<file path="src/rtl/stopwatch_cpu_oci_dct_packer.sv">
// Packs FRAG_W-bit trace fragments LSB-first into DEPTH-fragment words with a one-deep
// output register; a test_ending request flushes any partial word, then parks in DONE.
module stopwatch_cpu_oci_dct_packer #(
    parameter int unsigned FRAG_W = 2,
    parameter int unsigned DEPTH  = 15,
    parameter int unsigned CNT_W  = 4,
    localparam int unsigned BUF_W = FRAG_W * DEPTH
) (
    input  logic              clk,
    input  logic              reset_n,
    input  logic              frag_valid,
    input  logic [FRAG_W-1:0] frag_data,
    output logic              frag_ready,
    input  logic              test_ending,
    output logic              dct_valid,
    output logic [BUF_W-1:0]  dct_buffer,
    output logic [CNT_W-1:0]  dct_count,
    input  logic              dct_ready,
    output logic              test_has_ended
);

    typedef enum logic [1:0] {StFill, StFlush, StDone} state_e;

    state_e             state_q, state_d;
    logic [BUF_W-1:0]   asm_q, asm_d, asm_ins;
    logic [CNT_W-1:0]   cnt_q, cnt_d;
    logic [BUF_W-1:0]   buf_q, buf_d;
    logic [CNT_W-1:0]   dcnt_q, dcnt_d;
    logic               valid_q, valid_d;
    logic               live_q;
    logic               accept;

    // live_q keeps frag_ready low during reset and rises on the first edge after release.
    assign frag_ready = live_q && (state_q == StFill)
                        && !((cnt_q == CNT_W'(DEPTH - 1)) && valid_q);
    assign accept     = frag_valid && frag_ready;

    always_comb begin
        asm_ins = asm_q;
        for (int unsigned k = 0; k < DEPTH; k++) begin
            if (cnt_q == CNT_W'(k)) begin
                asm_ins[k*FRAG_W +: FRAG_W] = frag_data;
            end
        end
    end

    always_comb begin
        state_d = state_q;
        asm_d   = asm_q;
        cnt_d   = cnt_q;
        buf_d   = buf_q;
        dcnt_d  = dcnt_q;
        valid_d = valid_q;

        if (valid_q && dct_ready) begin
            valid_d = 1'b0;
        end

        case (state_q)
            StFill: begin
                if (accept) begin
                    if (cnt_q == CNT_W'(DEPTH - 1)) begin
                        buf_d   = asm_ins;
                        dcnt_d  = CNT_W'(DEPTH);
                        valid_d = 1'b1;
                        asm_d   = '0;
                        cnt_d   = '0;
                    end else begin
                        asm_d = asm_ins;
                        cnt_d = cnt_q + CNT_W'(1);
                    end
                end
                if (test_ending) begin
                    state_d = StFlush;
                end
            end
            StFlush: begin
                if (!valid_q) begin
                    if (cnt_q != '0) begin
                        // Unused upper bits are already zero since the assembly is cleared per word.
                        buf_d   = asm_q;
                        dcnt_d  = cnt_q;
                        valid_d = 1'b1;
                        asm_d   = '0;
                        cnt_d   = '0;
                    end else begin
                        state_d = StDone;
                    end
                end
            end
            StDone: begin
            end
            default: state_d = StFill;
        endcase
    end

    always_ff @(posedge clk or negedge reset_n) begin
        if (!reset_n) begin
            state_q <= StFill;
            asm_q   <= '0;
            cnt_q   <= '0;
            buf_q   <= '0;
            dcnt_q  <= '0;
            valid_q <= 1'b0;
            live_q  <= 1'b0;
        end else begin
            state_q <= state_d;
            asm_q   <= asm_d;
            cnt_q   <= cnt_d;
            buf_q   <= buf_d;
            dcnt_q  <= dcnt_d;
            valid_q <= valid_d;
            live_q  <= 1'b1;
        end
    end

    assign dct_valid      = valid_q;
    assign dct_buffer     = buf_q;
    assign dct_count      = dcnt_q;
    assign test_has_ended = (state_q == StDone);

endmodule
</file>
<file path="config.mk">
export PLATFORM = sky130hd
export DESIGN_NAME = stopwatch_cpu_oci_dct_packer
export DESIGN_NICKNAME = d
export VERILOG_FILES = /design/src/rtl/stopwatch_cpu_oci_dct_packer.sv
export SDC_FILE = /design/constraint.sdc
export NUM_CORES = 1
export LEC_CHECK = 0
export CAP_MARGIN = 20
export CORE_MARGIN = 5
export CORE_UTILIZATION = 56
export DETAILED_ROUTE_END_ITERATION = 7
export GPL_TIMING_DRIVEN = 0
export MAX_ROUTING_LAYER = met4
export PLACE_DENSITY = 0.9
export SLEW_MARGIN = 20
export SYNTH_ARGS = -nofsm -noshare
export SYNTH_HDL_FRONTEND = slang
export SYNTH_SLANG_ARGS = --single-unit
export TNS_END_PERCENT = 10
</file>
<file path="constraint.sdc">
create_clock -name clk -period 2 [get_ports clk]
set_input_delay 0.4 -clock clk [delete_from_list [all_inputs] [get_ports clk]]
set_output_delay 0.4 -clock clk [all_outputs]
set_load 0.05 [all_outputs]
</file>
After elaboration in Yosys (flattened, before gate mapping)
Cells that the tools add are included.

cells by class
  add/sub/neg operators = 1
  equality and inequality tests = 22
  muxes and demuxes = 45
  bitwise logic cells = 1
  reduce and logical (&&, ||, !) cells = 13

operators by type and width
  cell                                                   number
  two-way mux 30 bit                                     8
  one-hot mux 30 bit (2 select lines)                    2
  two-way mux 2 bit                                      18
  two-way mux 4 bit                                      8
  equality test 4 bit, second input constant             7
  equality test 4 x 3 -> 1 bit, second input constant    4
  one-hot mux 4 bit (2 select lines)                     2
  inequality test 2 bit, second input constant           5
  equality test 4 x 2 -> 1 bit, second input constant    2
  AND reduction 4 bit                                    2
  one-hot mux 2 bit (3 select lines)                     1
  logical AND 1 bit                                      5
  two-way mux 1 bit                                      5
  AND reduction 5 bit                                    1
  adder 4 x 1 -> 4 bit, second input constant            1
  equality test 4 x 1 -> 1 bit, second input constant    1
  logical NOT 4 bit                                      1
  nonzero test 4 bit                                     1
  equality test 2 x 1 -> 1 bit, second input constant    1
  equality test 2 bit, second input constant             1
  logical NOT 2 bit                                      1
  inequality test 2 x 1 -> 1 bit, second input constant  1
  one-hot mux 1 bit (2 select lines)                     1
  nonzero test 2 bit                                     1
  other kinds (2)                                        2

word-level totals
  register bits after elaboration = 72
  bits of input ports = 7
  output and inout port bits = 37
  logic and storage cells = 89

Longest topological paths before layout
Gate-level depths: netlist of run 1.

  depth in word-level cells = 7
  mapped depth = 6
  depth with buffers taken out = 4

Worst setup path after synthesis of run 1
Ideal clock, no wire load.

  path kind = register to register
  start point = register cnt_q[0]
  end point = register buf_q[10], in the netlist dct_buffer[10]
  library setup time = 125 ps
  data arrival time = 1759 ps
  required time = 1875 ps
  path slack = 116 ps
  cell stages (with the launch flop) = 6
  buffers on the path = 1
  clock period less this slack = 1884 ps
  cell sequence = dfrtp_1 > or4_4 > a22oi_2 > nor2_4 > buf_6 > mux2_4

between the ends
  longest elaborated chain between the ends = 7
  elaborated cells between the ends (all ways) = 15
  those cells by class = eq/ne: 5; mux: 4; reduce/logical: 6

ends and longest elaborated chain
  what                             RTL line  source
  start: declaration               26        logic [CNT_W-1:0] cnt_q, cnt_d;
  start signal: assignment         109       cnt_q <= cnt_d;
  equality test 4 bit              35, 62
  logical AND 1 bit                35        && !((cnt_q == CNT_W'(DEPTH - 1)) && valid_q);
  logical NOT 1 bit                35
  logical AND 1 bit                35
  logical AND 1 bit                36        assign accept = frag_valid && frag_ready;
  inequality test 2 bit (no line)  -
  AND reduction 5 bit (no line)    -
  end signal: assignment           110       buf_q <= buf_d;
  end: declaration                 27        logic [BUF_W-1:0] buf_q, buf_d;

Parallel ways exist; a longest one is shown, timed or not. The select of a mux whose other input is x is not followed.
A chain may end at the register's enable or synchronous reset.

Worst setup path after layout of run 1
  start point = register cnt_q[0]
  end point = register buf_q[13], in the netlist dct_buffer[13]

The elaborated chain is that of the path after synthesis.

==> run metrics, run 1 <==
number of diodes 0; Area after DPL 4178 sq um; Tightest Pin Transition 0.5732 ns; Startpoint Class flip-flop; number of distinct library cells after synthesis 37; root buf cell clkbuf_8; H-tree depth 3; GR Util All Layers 0.2279; worst hold slack -0.01235 ns; final setup skew 0.006588 ns; Die Height 90.55 um; Layout Nets 375; via count 2763; P&R area growth vs syn 23.73%; crit path time final 1.983 ns; starting density of the core 0.5755; Pre-antenna DRT Iters 5; Slew Limit Fails 0; status finished, violations left; Seq/Total Area, Yosys 0.4959; Async S/R FF share, synth 1.000; number of global-route vias before repair 2900; Post-DP HPWL 5.984 mm; placer congestion estimate 0.9601; Clock Pin Slew Worst Setup and Hold Paths 0.07 ns; post-synthesis instance total 304; Die X-Extent 90.55 um; num rows 29; Max Freq 0.5043 GHz; failing checks hold timing; die area 8199 sq um; CTS tree built; Peak VDD IR 0.0008746 V; Initial DRC Count 199; Setup violations, final 0; syn nets 311; Clock Latency Late Sink 0.34 ns; first-pass GRT wire length 14.70 mm; top_reg_cell synth dfrtp_1; # IOs 44; most common cell after layout, fill and taps aside dfrtp_1; Critical Path RT 2.23 ns; post-synthesis instance area 3633 sq um; Fillers 454; number of routed nets with antenna violations 0; port bufs 43; total gr overflow 0; Crit. End Element flip-flop; CP arrival 2.21 ns; P per Cell Area 1431 nW/um^2; RSZ-0062 raised after global routing yes; fin crit share 0.9915; max cap viols 0; Worst Path Class, Setup reg -> reg; Core Footprint 6314 sq um; Routed WL per cell 19.72 um; max_slew headroom 0.6143; via/cell ratio 6.140; Cells after DPL 425; pin count of the biggest net entering global routing 41; Non-Filler Instances 450; Seq cells post-synth 72; Lkg Pwr 2.014 nW; Fin. Hold Viols 15; Clock Path Buffers 2; final worst slack 0.01696 ns; Finished Cell Area 4496 sq um; layout cells sized above 1 0.3298; commonest non-fill, non-tap cells in the layout 71 x dfrtp_1, 39 x clkdlybuf4s50_1, 34 x mux2_2; Routed Wire Length 8.874 mm; Post-Syn Area per Cell 11.95 sq um; TNS Setup 0 ns; YS warnings 0; pre-CTS setup slack -0.4641 ns; DRC 0; total chip power 6.434 mW; Worst Hold Class in -> async; antenna violations before repair 0; CP max FO 10; Post-synth EDFFs 0; TritonCTS Buffers 9; CTS Sinks 72; cts hold-fix bufs 0
## registers in the layout (all words and copies together) (netlist names)
signal	flops
state_q	2
asm_q	30
dct_count	4
cnt_q	4
live_q	1
dct_buffer	30
dct_valid	1
## metrics by stage
stage                 util  hold WS (ns)
floorplan                -        0.1044
global placement    0.6589        0.4675
detailed placement  0.6617        0.3708
CTS                 0.7006      0.003441
global route        0.7120       0.01374
finish              0.7120      -0.01235
## power by group
group          switching [mW]  internal, mW  total (mW)
logic                    2.02          1.38        3.40
registers               0.223          1.74        1.96
clock network           0.523         0.547        1.07
total                    2.77          3.66        6.43
## critical path, stage by stage, from the launching register on
cell,delay (ns)
dfrtp_2,0.44
or4_4,0.56
a22oi_2,0.27
nor2_4,0.11
buf_8,0.17
mux2_4,0.31
## area by class of cell
type	instances	area (sq um)	area share
Buffer	22	145.1	0.03228
Clock buffer	13	168.9	0.03757
Clock inverter	3	15.01	0.003340
Inverter	7	26.28	0.005845
Multi-Input combinational cell	203	1730	0.3849
Sequential cell	72	1803	0.4011
Tap cell	77	96.34	0.02143
Timing Repair Buffer	53	510.5	0.1136
## cells by family after synthesis
kind of cell | count (synthesis) | share of synthesized area
buf+inv | 29 | 0.04029
simple gates | 88 | 0.1381
compound gates | 53 | 0.1147
mux | 61 | 0.2101
flops | 72 | 0.4959
other cells | 1 | 0.001032
## layer usage
layer	up-vias	track usage	wire, um	part of all wire
li1	1249	-	-	-
met1	1380	0.2977	3921	0.44
met2	109	0.3475	4266	0.48
met3	25	0.04833	496	0.056
met4	0	0.09057	189	0.021
met5	-	-	0	0
## synth_stat cells, types with 2 or more instances
cell	instances	area [sq um]
o221ai_1	2	17.52
and4bb_2	4	50.05
nor2_1	16	60.06
o21ai_0	5	25.02
nor4b_1	3	26.28
a31oi_1	3	18.77
dfrtp_1	72	1802
nand2b_1	2	12.51
buf_6	3	33.78
nand3_1	15	75.07
buf_2	12	60.06
nand4b_1	4	35.03
or3_1	3	18.77
mux2_2	34	382.9
clkbuf_1	6	22.52
a21oi_1	3	15.01
mux2i_1	5	50.05
inv_1	7	26.28
mux2_4	22	330.3
o2bb2ai_1	26	227.7
nor2b_1	8	50.05
nand2_1	24	90.09
a2bb2oi_1	2	17.52
o211ai_1	9	67.56
nand4bb_1	2	22.52
## path summary, 6_finish.rpt
| check | from | end | depth (start not counted) | slack, ns |
|---|---|---|---|---|
| min reg2reg | asm_q[3] | asm_q[3] | 1 | 0.49 |
| max | cnt_q[0] | dct_buffer[13] | 5 | 0.02 |
| min | reset_n | asm_q[1] | 1 | -0.01 |
| min in group clk | asm_q[3] | asm_q[3] | 1 | 0.49 |
| max in group asynchronous | reset_n | dct_buffer[19] | 2 | 1.45 |
| max reg2reg | cnt_q[0] | dct_buffer[13] | 5 | 0.02 |
## repair_timing
item | CTS | global route
pin swaps | 3 | 3
gates resized for setup | 19 | 21
setup buffers | 6 | 3
setup endpoints to repair | 65 | 58
Note: power is estimated with default switching activity, not from simulation.
==> inputs of run 2 (changes only) <==
--- a/config.mk
+++ b/config.mk
@@ -6,7 +6,6 @@
 export NUM_CORES = 1
 export LEC_CHECK = 0
 export CAP_MARGIN = 20
-export CORE_MARGIN = 5
 export CORE_UTILIZATION = 56
 export DETAILED_ROUTE_END_ITERATION = 7
 export GPL_TIMING_DRIVEN = 0
==> run metrics, run 2 (synthesized netlist as in run 1, its figures left out) <==
GR Util All Layers 0.2908 (was 0.2279); Worst Hold End asm_q[4]; antenna violations before repair 0 (unchanged); final setup skew 0.008368 ns (was 0.006588 ns); Clock Pin Slew Worst Setup and Hold Paths 0.08 ns (was 0.07 ns); Critical Path RT 2.24 ns (was 2.23 ns); total gr overflow 0 (unchanged); number of global-route vias before repair 2780 (was 2900); met1 WL 3.669 mm (was 3.921 mm); Core Footprint 6096 sq um (was 6314 sq um); Initial DRC Count 170 (was 199); pin count of the biggest net entering global routing 43 (was 41); met3 wire len 518 um (was 496 um); reg2reg end dct_buffer[14] (was dct_buffer[13]); Peak VDD IR 0.001218 V (was 0.0008746 V); layout cells sized above 1 0.3016 (was 0.3298); Layout Nets 370 (was 375); Crit. End Element flip-flop (unchanged); Final Core Density 0.7311 (was 0.7120); RSZ-0062 raised after global routing yes (unchanged); Worst Path Class, Setup reg -> reg (unchanged); crit path time final 1.990 ns (was 1.983 ns); R2R depth 5 (unchanged); Post-DP HPWL 5.803 mm (was 5.984 mm); H-tree depth 3 (unchanged); CP max stage cell or4_4 (unchanged); Clock Path Buffers 2 (unchanged); max_slew headroom 0.6268 (was 0.6143); origin of the critical flop-to-flop path cnt_q[1] (was cnt_q[0]); Routed WL per cell 19.51 um (was 19.72 um); status complete, no violations (was finished, violations left); via count 2687 (was 2763); port bufs 43 (unchanged); Slew Limit Fails 0 (unchanged); total chip power 6.474 mW (was 6.434 mW); Pre-antenna DRT Iters 4 (was 5); R2R Setup Slk 0.01 ns (was 0.02 ns); CTS Sinks 72 (unchanged); P&R area growth vs syn 22.66% (was 23.73%); area of the multi-input gates 1708 sq um (was 1730 sq um); via/cell ratio 6.065 (was 6.140); Non-Filler Instances 443 (was 450); Top Layer Used met4 (unchanged); Hold Path Origin asm_q[4]; num rows 28 (was 29); cells along the critical path or4_4 -> a22oi_2 -> nor2_4 -> buf_6 -> mux2_4 (was or4_4 -> a22oi_2 -> nor2_4 -> buf_8 -> mux2_4); first-pass GRT wire length 13.82 mm (was 14.70 mm); CP max FO 10 (unchanged); placer congestion estimate 0.9103 (was 0.9601); most common cell after layout, fill and taps aside dfrtp_1 (unchanged); Setup violations, final 0 (unchanged); Die X-Extent 82.55 um (was 90.55 um); Startpoint Class flip-flop (unchanged); CP arrival 2.23 ns (was 2.21 ns); starting density of the core 0.5961 (was 0.5755); fin crit share 0.9952 (was 0.9915); P per Cell Area 1453 nW/um^2 (was 1431 nW/um^2); Clock Latency Late Sink 0.36 ns (was 0.34 ns); die area 6815 sq um (was 8199 sq um); Lkg Pwr 1.976 nW (was 2.014 nW); max cap viols 0 (unchanged); # IOs 44 (unchanged); Tightest Pin Transition 0.5547 ns (was 0.5732 ns); hold path cells 1; Worst Hold Class reg -> reg (was in -> async); Fillers 429 (was 454); Cells after DPL 423 (was 425); TNS Setup 0 ns (unchanged); Die Height 82.55 um (was 90.55 um); number of diodes 0 (unchanged); root buf cell clkbuf_8 (unchanged); TritonCTS Buffers 9 (unchanged); Fin. Hold Viols 0 (was 15); Max Freq 0.5024 GHz (was 0.5043 GHz); CP max stage delay 0.58 ns (was 0.56 ns); number of routed nets with antenna violations 0 (unchanged); flip-flop and latch area 1804 sq um (was 1803 sq um); CTS tree built (unchanged); Routed Wire Length 8.644 mm (was 8.874 mm); commonest non-fill, non-tap cells in the layout 70 x dfrtp_1, 39 x clkdlybuf4s50_1, 34 x mux2_2 (was 71 x dfrtp_1, 39 x clkdlybuf4s50_1, 34 x mux2_2); DRC 0 (unchanged); WL met2 4.291 mm (was 4.266 mm)
[run 2: cell count changes in the layout (fill, tap and decap cells not counted), moves of 3 or more]
cell / change
buf_4: -8
clkbuf_8: -3
clkinvlp_4: +3
nor2_1: +4
nor2_2: -4
[run 2: timing repair]
action                     CTS  global route
gates resized for setup     18             7
pin swaps                    1             2
buffers inserted             2             1
hold endpoints to repair    30             0
setup endpoints to repair   63            57
hold buffers                 1             0
[run 2: layer usage]
metal | track usage | vias up
li1 | - | 1238
met1 | 0.3567 | 1337
met2 | 0.4711 | 94
met3 | 0.05824 | 18
met5 | - | -
met4 | 0.1207 | 0
[run 2: area by class of cell]
| type | instances | area share |
|---|---|---|
| Sequential cell | 72 | 0.4048 |
| Multi-Input combinational cell | 203 | 0.3832 |
| Timing Repair Buffer | 48 | 0.1064 |
| Buffer | 22 | 0.02920 |
| Clock buffer | 9 | 0.02779 |
| Clock inverter | 7 | 0.02162 |
| Tap cell | 75 | 0.02106 |
| Inverter | 7 | 0.005896 |
[run 2: worst max path at each step]
stage                  from  cells after the start              to  slack, ns
5_1_grt            cnt_q[0]                      5  dct_buffer[15]      -0.06
4_1_cts            cnt_q[2]                      6       asm_q[20]     -0.006
3_5_place_dp   frag_data[1]                      5       asm_q[17]      -0.54
3_3_place_gp        reset_n                      1  dct_buffer[19]      -1.72
6_report           cnt_q[1]                      5  dct_buffer[14]       0.01
2_1_floorplan      cnt_q[0]                      5  dct_buffer[10]       0.12
[run 2: per-stage QoR]
stage	instance area (sq um)	hold slack, ns	setup slack, ns
finish	4457	0.4876	0.009597
floorplan	3633	0.1044	0.1163
CTS	4432	0.4936	-0.006150
global route	4457	0.5085	-0.05768
detailed placement	4175	0.3571	-0.5367
global placement	4158	0.4666	-1.721
[run 2: critical path: cells and delay by family (launching register included)]
family                 cells  cell delay, ns
DFF                        1            0.44
buffers and inverters      1            0.18
and+or+nand+nor            2            0.69
AOI/OAI and AO/OA          1            0.25
muxes                      1            0.30
[run 2: report_power, final]
part / total, mW / internal (mW) / switching (mW)
Sequential: 1.97 / 1.74 / 0.228
Combinational: 3.22 / 1.26 / 1.97
Clock: 1.28 / 0.701 / 0.582
Total: 6.47 / 3.70 / 2.78
